$ cat src/rtl/barrido_comparador_if.sv
// barrido_comparador_if: control/result bundle between the sweep engine,
// the control FSM (start/cancelar) and the external equality comparator
// (iguales/candidato).
interface barrido_comparador_if #(
    parameter int unsigned n = 5
);
    logic         start;
    logic         cancelar;
    logic         iguales;
    logic [n-1:0] candidato;
    logic         busy;
    logic         done;
    logic         hit;
    logic [n-1:0] valor;

    modport master (
        output start, cancelar, iguales,
        input  candidato, busy, done, hit, valor
    );

    modport slave (
        input  start, cancelar, iguales,
        output candidato, busy, done, hit, valor
    );
endinterface

$ cat src/rtl/barrido_comparador.sv
// barrido_comparador: sweeps candidato from 0 upward against an external
// equality comparator and reports the first match (hit/valor) or a miss.
// Optional macro BARRIDO_SETTLE_EN: holds each candidate one extra cycle
// (PRESENT -> CHECK) before sampling iguales, for a registered comparator.
module barrido_comparador #(
    parameter int unsigned n = 5
) (
    input  logic                 clk,
    input  logic                 rst_n,
    barrido_comparador_if.slave  bus
);
    localparam int unsigned W = n;
    localparam logic [W-1:0] CAND_MAX = {W{1'b1}};

`ifdef BARRIDO_SETTLE_EN
    typedef enum logic [1:0] {IDLE, PRESENT, CHECK, FIN} state_t;
`else
    typedef enum logic [1:0] {IDLE, PRESENT, FIN} state_t;
`endif

    state_t         r_state;
    state_t         w_state_nxt;
    logic [W-1:0]   r_cand;
    logic [W-1:0]   w_cand_nxt;
    logic           r_busy;
    logic           w_busy_nxt;
    logic           r_done;
    logic           w_done_nxt;
    logic           r_hit;
    logic           w_hit_nxt;
    logic [W-1:0]   r_valor;
    logic [W-1:0]   w_valor_nxt;
    logic           w_active;
    logic           w_sample;

    // State and output registers; every output is registered and resets to 0.
    always_ff @(posedge clk or negedge rst_n) begin
        if (!rst_n) begin
            r_state <= IDLE;
            r_cand  <= '0;
            r_busy  <= 1'b0;
            r_done  <= 1'b0;
            r_hit   <= 1'b0;
            r_valor <= '0;
        end else begin
            r_state <= w_state_nxt;
            r_cand  <= w_cand_nxt;
            r_busy  <= w_busy_nxt;
            r_done  <= w_done_nxt;
            r_hit   <= w_hit_nxt;
            r_valor <= w_valor_nxt;
        end
    end

    // Next state and next output values; cancel beats any simultaneous match.
    always_comb begin
        w_state_nxt = r_state;
        w_cand_nxt  = r_cand;
        w_busy_nxt  = r_busy;
        w_done_nxt  = 1'b0;
        w_hit_nxt   = r_hit;
        w_valor_nxt = r_valor;
        w_active    = 1'b0;
        w_sample    = 1'b0;

        case (r_state)
            IDLE: begin
                w_cand_nxt = '0;
                w_busy_nxt = 1'b0;
                if (bus.start && !bus.cancelar) begin
                    w_state_nxt = PRESENT;
                    w_busy_nxt  = 1'b1;
                    w_hit_nxt   = 1'b0;
                    w_valor_nxt = '0;
                end
            end
            PRESENT: begin
                w_active = 1'b1;
`ifdef BARRIDO_SETTLE_EN
                w_state_nxt = CHECK;
`else
                w_sample = 1'b1;
`endif
            end
`ifdef BARRIDO_SETTLE_EN
            CHECK: begin
                w_active = 1'b1;
                w_sample = 1'b1;
            end
`endif
            FIN: begin
                w_state_nxt = IDLE;
                w_busy_nxt  = 1'b0;
                w_cand_nxt  = '0;
            end
            default: begin
                w_state_nxt = IDLE;
            end
        endcase

        if (w_active && bus.cancelar) begin
            w_state_nxt = IDLE;
            w_busy_nxt  = 1'b0;
            w_cand_nxt  = '0;
            w_hit_nxt   = 1'b0;
            w_valor_nxt = '0;
        end else if (w_sample) begin
            if (bus.iguales) begin
                w_state_nxt = FIN;
                w_done_nxt  = 1'b1;
                w_hit_nxt   = 1'b1;
                w_valor_nxt = r_cand;
                w_cand_nxt  = '0;
            end else if (r_cand == CAND_MAX) begin
                w_state_nxt = FIN;
                w_done_nxt  = 1'b1;
                w_hit_nxt   = 1'b0;
                w_valor_nxt = '0;
                w_cand_nxt  = '0;
            end else begin
                w_cand_nxt = r_cand + W'(1);
`ifdef BARRIDO_SETTLE_EN
                w_state_nxt = PRESENT;
`endif
            end
        end
    end

    assign bus.candidato = r_cand;
    assign bus.busy      = r_busy;
    assign bus.done      = r_done;
    assign bus.hit       = r_hit;
    assign bus.valor     = r_valor;
endmodule

$ cat src/flat_wrapper.sv
// flat-port wrapper written by rule: the top's interface ports become plain ports
module barrido_comparador_flat 
#(
    parameter int unsigned n = 5
)
  (clk, rst_n, bus_start, bus_cancelar, bus_iguales, bus_candidato, bus_busy, bus_done, bus_hit, bus_valor);
  barrido_comparador_if #(.n(n)) bus_i ();
  input  logic clk;
  input  logic rst_n;
  input wire logic [$bits(bus_i.start)-1:0] bus_start;
  input wire logic [$bits(bus_i.cancelar)-1:0] bus_cancelar;
  input wire logic [$bits(bus_i.iguales)-1:0] bus_iguales;
  output wire logic [$bits(bus_i.candidato)-1:0] bus_candidato;
  output wire logic [$bits(bus_i.busy)-1:0] bus_busy;
  output wire logic [$bits(bus_i.done)-1:0] bus_done;
  output wire logic [$bits(bus_i.hit)-1:0] bus_hit;
  output wire logic [$bits(bus_i.valor)-1:0] bus_valor;
  assign bus_i.start = bus_start;
  assign bus_i.cancelar = bus_cancelar;
  assign bus_i.iguales = bus_iguales;
  assign bus_candidato = bus_i.candidato;
  assign bus_busy = bus_i.busy;
  assign bus_done = bus_i.done;
  assign bus_hit = bus_i.hit;
  assign bus_valor = bus_i.valor;
  barrido_comparador #(.n(n)) u_core (.clk(clk), .rst_n(rst_n), .bus(bus_i));
endmodule
$ cat config.mk
export PLATFORM = sky130hd
export DESIGN_NAME = barrido_comparador_flat
export DESIGN_NICKNAME = d
export VERILOG_FILES = /design/src/rtl/barrido_comparador_if.sv /design/src/rtl/barrido_comparador.sv /design/src/flat_wrapper.sv
export SDC_FILE = /design/constraint.sdc
export NUM_CORES = 1
export LEC_CHECK = 0
export ABC_CLOCK_PERIOD_IN_PS = 2200
export BUFFER_PORTS_ARGS = -buffer_cell sky130_fd_sc_hd__buf_2
export CORE_MARGIN = 3
export CORE_UTILIZATION = 49
export DETAILED_ROUTE_END_ITERATION = 12
export PLACE_DENSITY = 0.75
export SETUP_SLACK_MARGIN = 0.05
export SYNTH_ARGS = -nofsm -noshare
export SYNTH_HDL_FRONTEND = slang
export SYNTH_SLANG_ARGS = --single-unit
export TNS_END_PERCENT = 10
$ cat constraint.sdc
create_clock -name clk -period 2.2 [get_ports clk]
set_input_delay 0.66 -clock clk [delete_from_list [all_inputs] [get_ports clk]]
set_output_delay 0.66 -clock clk [all_outputs]
set_load 0.01 [all_outputs]
==> run summary, run 1 <==
Global route
* first-pass GRT wire length: 2290 um
* number of antenna violations at the first check in global routing: 0
* pin count of the biggest net entering global routing: 16
* vias in the first global route: 541
* GR Util All Layers: 16.13%
* final global-route overflow total: 0

Placement
* input/output buffers: 17
* placer's final routability congestion estimate: 0.7989
* placed wire-length estimate after detailed placement: 956.1 um

Critical path
* reg-to-reg startpoint: u_core.bus.candidato[0]$_DFFE_PN0P_
* critical path endpoint category: register
* critical path data arrival time: 2040 ps
* reg2reg end: u_core.bus.candidato[2]$_DFFE_PN0P_
* maximum fanout encountered on the critical timing path: 6
* type of origin of the critical path: register
* Worst Setup Path Type: register to register
* Worst Reg-to-Reg Cells: 6
* Required @ worst endpoint: 2390 ps
* slack of the worst reg-to-reg path: 350 ps
* origin of the worst setup path: u_core.bus.candidato[0]$_DFFE_PN0P_

Synth
* Syn Std Cell Area: 711.9 um2
* top post-synthesis cells by area: dfrtp_1 53%, o21ai_0 6.3%, nor2b_1 4.4%
* post-synth net total: 76
* adder-cell share of the synthesized area: 3.515%
* flip-flop and latch count after synthesis: 15
* post-synthesis average cell area: 10.32 um2
* post-synthesis share of cell area spent on and, or, nand and nor gates: 22.14%
* Ys Warns: 0
* main combinational cell family by area after synthesis: simple AND/OR/NAND/NOR gates
* share of synthesized area occupied by flip-flops and latches: 52.72%
* number of standard cells after synthesis: 69
* share of the synthesized area in the top cell type: 52.72%
* post-synthesis compound-gate area fraction: 16.17%
* cell type with the highest aggregate area in the netlist: dfrtp_1
* area share of xor/xnor cells in the synthesized design: 0%
* share of cell area taken by muxes after synthesis: 0%
* synth unique cells: 24

Final layout
* diodes inserted: 0
* fraction of final layout cells sized beyond drive strength 1: 27.27%
* Layout fillers: 123
* synthesis-to-layout area growth: 16.52%
* number of nets in the layout: 96

Power and ir drop
* fraction of power consumed by the clock network: 31.1%
* overall power: 493.3 uW
* sequential cell fraction of total power: 59.5%
* worst-case vdd ir drop: 0.0004704 V
* switching power summed over all nets: 119.8 uW
* switching share of total power: 24.28%
* combinational power share: 9.4%
* Cell Int Power: 373.6 uW
* power density relative to cell area: 594.7 nW/um2
* leakage power total: 0.0004212 uW

Clock network
* CTS max path bufs: 2
* clock tree from TritonCTS: done
* clock-pin slew on the worst setup and hold paths: 90 ps
* count of hold-fix buffers inserted at cts: 0
* number of H-tree branching levels: 1
* cells resized by post-CTS repair: 0
* clock buffers created by TritonCTS: 3
* root buffer cell: clkbuf_4
* insertion delay of the later-clocked pin in the worst-skew pair: 280 ps
* TritonCTS sink count: 15
* Post-CTS Setup Inserts: 0

Timing
* number of max-slew violations in the final report: 0
* sum of negative setup slack: 0 ps
* Rel. slew slack: 68.37%
* Hold Vio Cnt, Final: 0
* tightest hold margin: 264.7 ps
* final setup violation count: 0
* Fmax achieved: 539.5 MHz
* Final Skew: 4.236 ps
* final period utilization: 84.26%
* min cycle time layout: 1854 ps
* transition time at the pin with the least slew margin: 474.4 ps
* setup repair after global routing missed its margin: false

Run status
* run status: complete, no violations

Die
* initial standard-cell utilization of the core: 53.38%
* area enclosed by the die boundary: 1946 um2
* Die Span Y: 44.12 um
* number of top-level pins: 18
* core area: 1334 um2
* # rows: 13
* overall die width: 44.12 um

Routing
* DRC violation count after routing: 0
* via count: 562
* wire length reported by the detailed router: 1318 um
* via density per instance: 5.456
* post-detailed-route wirelength per cell: 12.80 um
* 1st-iter DRT viols: 4
* antenna-violating nets left: 0
* count of TritonRoute iterations in the first routing pass: 4

Min path
* classification of the worst-slack hold path: input port to async pin

Flow run
* Max-Cap Viols: 0

cells in the mapped netlist:
master and n:
dfrtp_1 15, o21ai_0 9, inv_1 7, nand2_1 7
nor2b_1 5, a21o_1 2, a21oi_1 2, a31oi_1 2
and3_1 2, ha_1 2, nand3_1 2, nor4b_1 2
a21oi_2 1, and4bb_2 1, buf_2 1, buf_4 1
nand3b_1 1, nand4_1 1, nor2_1 1, nor3b_4 1
o211ai_1 1, o311ai_1 1, o31ai_1 1, or3b_4 1
sequential cells by signal, summed over array words and instances (netlist names):
signal                flops
u_core.bus.hit            1
u_core.bus.done           1
u_core.r_state            2
u_core.bus.candidato      5
u_core.bus.valor          5
u_core.bus.busy           1
worst max path at each step:
stage | end | slack [ps]
floorplan | u_core.bus.candidato[2]$_DFFE_PN0P_ | 500
finish | u_core.bus.candidato[2]$_DFFE_PN0P_ | 350
detailed placement | u_core.bus.candidato[2]$_DFFE_PN0P_ | 380
CTS | u_core.bus.candidato[2]$_DFFE_PN0P_ | 360
global placement | u_core.bus.candidato[2]$_DFFE_PN0P_ | 460
global route | u_core.bus.candidato[2]$_DFFE_PN0P_ | 200
power by group through the flow:
stage / Sequential [uW] / Combinational, uW / Clock (uW)
5_1_grt: 295 / 52.4 / 173
2_1_floorplan: 297 / 28.5 / 0
3_5_place_dp: 299 / 47.6 / 0
6_report: 293 / 46.6 / 153
4_1_cts: 294 / 47.6 / 157
3_3_place_gp: 299 / 47.3 / 0
layout make-up:
| cell class | instances | area (um2) | share of cell area, % |
|---|---|---|---|
| clock buffer | 4 | 26.28 | 3.167 |
| inverter | 7 | 26.28 | 3.167 |
| multi-input combinational | 45 | 297.8 | 35.90 |
| sequential | 15 | 375.4 | 45.25 |
| tap | 15 | 18.77 | 2.262 |
| timing repair buffer | 17 | 85.08 | 10.26 |
metrics by stage:
step / setup WS, ps / util (%) / cells / instance area [um2]
finish: 346.3 / 62.20 / 103 / 829.5
CTS: 361.5 / 62.20 / 103 / 829.5
global route: 201.6 / 62.20 / 103 / 829.5
global placement: 457.4 / 60.23 / 99 / 803.3
floorplan: 500.3 / - / 69 / 711.9
detailed placement: 380.0 / 60.23 / 99 / 803.3
cell families after synthesis:
kind of cell             Yosys count
adder cells (fa/ha/maj)            2
AND/OR/NAND/NOR                   24
AO/OA/AOI/OAI                     19
buffers and inverters              9
flip-flops                        15
placed cells by master (no fill, tap or decap):
cell type  count
buf_2         17
dfrtp_1       15
o21ai_0        9
inv_1          7
nand2_1        7
nor2b_1        5
clkbuf_4       3
and3_1         2
a21o_1         2
nor4b_1        2
a21oi_1        2
a31oi_1        2
nand3_1        2
ha_1           2
o31ai_1        1
or3b_4         1
a21oi_2        1
and4bb_2       1
nor3b_4        1
nor2_1         1
nand3b_1       1
nand4_1        1
o311ai_1       1
o211ai_1       1
clkbuf_1       1
layer usage:
layer  wire [um]  GRT usage (%)  vias to the layer above
met5           0              0                        -
met4          20          6.024                        0
met3          83          3.659                        2
met2         556          25.29                       21
met1         657          21.71                      256
li1            -              -                      283
worst max-delay path, cell delays in order, from the launching register on:
cell and delay [ps]:
dfrtp_1 440, ha_1 240, and3_1 200, ha_1 200, nor2_1 300, nand2_1 160, o311ai_1 240
Power figures use the tool's default switching activity.
==> run 2: changes to the inputs <==
--- a/config.mk
+++ b/config.mk
@@ -5,7 +5,7 @@
 export SDC_FILE = /design/constraint.sdc
 export NUM_CORES = 1
 export LEC_CHECK = 0
-export ABC_CLOCK_PERIOD_IN_PS = 2200
+export ABC_CLOCK_PERIOD_IN_PS = 1900
 export BUFFER_PORTS_ARGS = -buffer_cell sky130_fd_sc_hd__buf_2
 export CORE_MARGIN = 3
 export CORE_UTILIZATION = 49
==> constraint.sdc (replaced) <==
create_clock -name clk -period 1.9 [get_ports clk]
set_input_delay 0.57 -clock clk [delete_from_list [all_inputs] [get_ports clk]]
set_output_delay 0.57 -clock clk [all_outputs]
set_load 0.01 [all_outputs]
==> run summary, run 2 (synthesis gave the netlist of run 1 again) <==
Run status
* run status: complete, no violations

Die
* # rows: 13
* number of top-level pins: 18
* initial standard-cell utilization of the core: 53.38%
* area enclosed by the die boundary: 1946 um2
* overall die width: 44.12 um
* Die Span Y: 44.12 um
* core area: 1334 um2

Global route
* pin count of the biggest net entering global routing: 16
* GR Util All Layers: 16.62%
* final global-route overflow total: 0
* first-pass GRT wire length: 2394 um
* number of antenna violations at the first check in global routing: 0
* vias in the first global route: 542

Clock network
* CTS max path bufs: 2
* insertion delay of the later-clocked pin in the worst-skew pair: 270 ps
* cells resized by post-CTS repair: 0
* root buffer cell: clkbuf_4
* clock buffers created by TritonCTS: 3
* clock tree from TritonCTS: done
* Post-CTS Setup Inserts: 0
* clock-pin slew on the worst setup and hold paths: 90 ps
* TritonCTS sink count: 15
* number of H-tree branching levels: 1
* count of hold-fix buffers inserted at cts: 0

Routing
* via count: 564
* via density per instance: 5.423
* post-detailed-route wirelength per cell: 13.63 um
* count of TritonRoute iterations in the first routing pass: 4
* wire length reported by the detailed router: 1417 um
* 1st-iter DRT viols: 13
* antenna-violating nets left: 0
* DRC violation count after routing: 0

Final layout
* diodes inserted: 0
* fraction of final layout cells sized beyond drive strength 1: 28.09%
* Layout fillers: 115
* leading cell types in the layout, fill and taps excluded: 17 x buf_2, 15 x dfrtp_1, 8 x o21ai_0, 7 x inv_1, 7 x nand2_1
* synthesis-to-layout area growth: 17.57%
* area occupied by multi-input gates: 297.8 um2
* non-filler instance count after layout: 104
* number of nets in the layout: 97
* sequential cell area in the final layout: 375.4 um2
* most frequent standard cell in the layout excluding fill and tap cells: buf_2

Power and ir drop
* sequential cell fraction of total power: 59.5%
* switching share of total power: 24.31%
* switching power summed over all nets: 139.3 uW
* power density relative to cell area: 684.6 nW/um2
* leakage power total: 0.0004261 uW
* Cell Int Power: 433.7 uW
* fraction of power consumed by the clock network: 31.0%
* combinational power share: 9.6%
* worst-case vdd ir drop: 0.0004805 V

Timing
* Rel. slew slack: 67.64%
* final period utilization: 90.78%
* sum of negative setup slack: 0 ps
* Fmax achieved: 579.8 MHz
* setup repair after global routing missed its margin: true
* transition time at the pin with the least slew margin: 485.5 ps
* final setup violation count: 0
* Hold Vio Cnt, Final: 0
* number of max-slew violations in the final report: 0
* min cycle time layout: 1725 ps
* Final Skew: 5.312 ps

Flow run
* Max-Cap Viols: 0

Critical path
* Required @ worst endpoint: 2090 ps
* type of origin of the critical path: register
* Worst Setup Path Type: register to register
* critical path endpoint category: register
* critical path data arrival time: 1920 ps
* cells along the critical path: ha_1 > and3_1 > ha_1 > o31ai_1 > a21oi_2 > o21ai_0
* maximum cell stage delay along the critical path: 440 ps
* maximum fanout encountered on the critical timing path: 6
* cell with the biggest individual delay on the critical path: dfrtp_1
* Critical Path Most Common Cell: ha_1

Placement
* input/output buffers: 17
* placed wire-length estimate after detailed placement: 1059 um
* number of cells after detailed placement: 100
* placer's final routability congestion estimate: 0.8234

Min path
* classification of the worst-slack hold path: input port to async pin

==> run 2: cell types whose count changed in the layout (fill, tap and decap cells not counted) <==
| cell | delta |
|---|---|
| buf_4 | +1 |
| o21ai_0 | -1 |
| o21ai_1 | +1 |
==> run 2: metrics by stage <==
| stage | utilization (%) | hold slack (ps) | power, uW | setup WS (ps) | area [um2] |
|---|---|---|---|---|---|
| detailed placement | 60.79 | 477.4 | 403.0 | 180.0 | 810.8 |
| CTS | 62.76 | 188.2 | 577.6 | 155.4 | 837.1 |
| finish | 62.76 | 176.7 | 573.1 | 175.2 | 837.1 |
| floorplan | - | 274.4 | 376.4 | 200.3 | 711.9 |
| global route | 62.76 | 184.7 | 603.2 | 45.78 | 837.1 |
| global placement | 60.79 | 459.2 | 401.4 | 256.4 | 810.8 |
==> run 2: routing by layer <==
layer / GRT usage, % / up-vias / share of wire [%]
li1: - / 281 / -
met1: 20.88 / 270 / 48
met2: 29.07 / 13 / 47
met3: 3.659 / 0 / 4.8
met4: 3.614 / 0 / 0
met5: 0 / - / 0
==> run 2: final timing paths <==
check	slack, ps	cells past startpoint	start	to
worst max-delay path	180	6	u_core.bus.candidato[0]$_DFFE_PN0P_	u_core.bus.valor[0]$_DFF_PN0_
worst min-delay path	180	1	rst_n	u_core.bus.valor[1]$_DFF_PN0_
worst max register to register	180	6	u_core.bus.candidato[0]$_DFFE_PN0P_	u_core.bus.valor[0]$_DFF_PN0_
worst min register to register	490	1	u_core.bus.hit$_DFF_PN0_	u_core.bus.hit$_DFF_PN0_
max in group asynchronous	1480	1	rst_n	u_core.bus.busy$_DFFE_PN0P_
min in group clk	490	1	u_core.bus.hit$_DFF_PN0_	u_core.bus.hit$_DFF_PN0_
==> run 2: layout make-up <==
type | instances | area share [%]
clock buffer | 4 | 3.139
inverter | 7 | 3.139
multi-input combinational | 45 | 35.58
sequential | 15 | 44.84
tap | 15 | 2.242
timing repair buffer | 18 | 11.06
==> run 2: power groups by stage <==
stage	Combinational, uW	Sequential [uW]	Clock, uW
finish	54.9	341	177
global placement	55.1	346	0
CTS	56.1	341	181
floorplan	33.0	343	0
global route	61.6	343	199
detailed placement	55.8	347	0
==> run 2: critical path: cells and delay by family (launching register included) <==
family / cells / cell delay (ps)
and+or+nand+nor: 1 / 190
AOI/OAI and AO/OA: 3 / 580
adders and majority gates: 2 / 440
DFF: 1 / 440
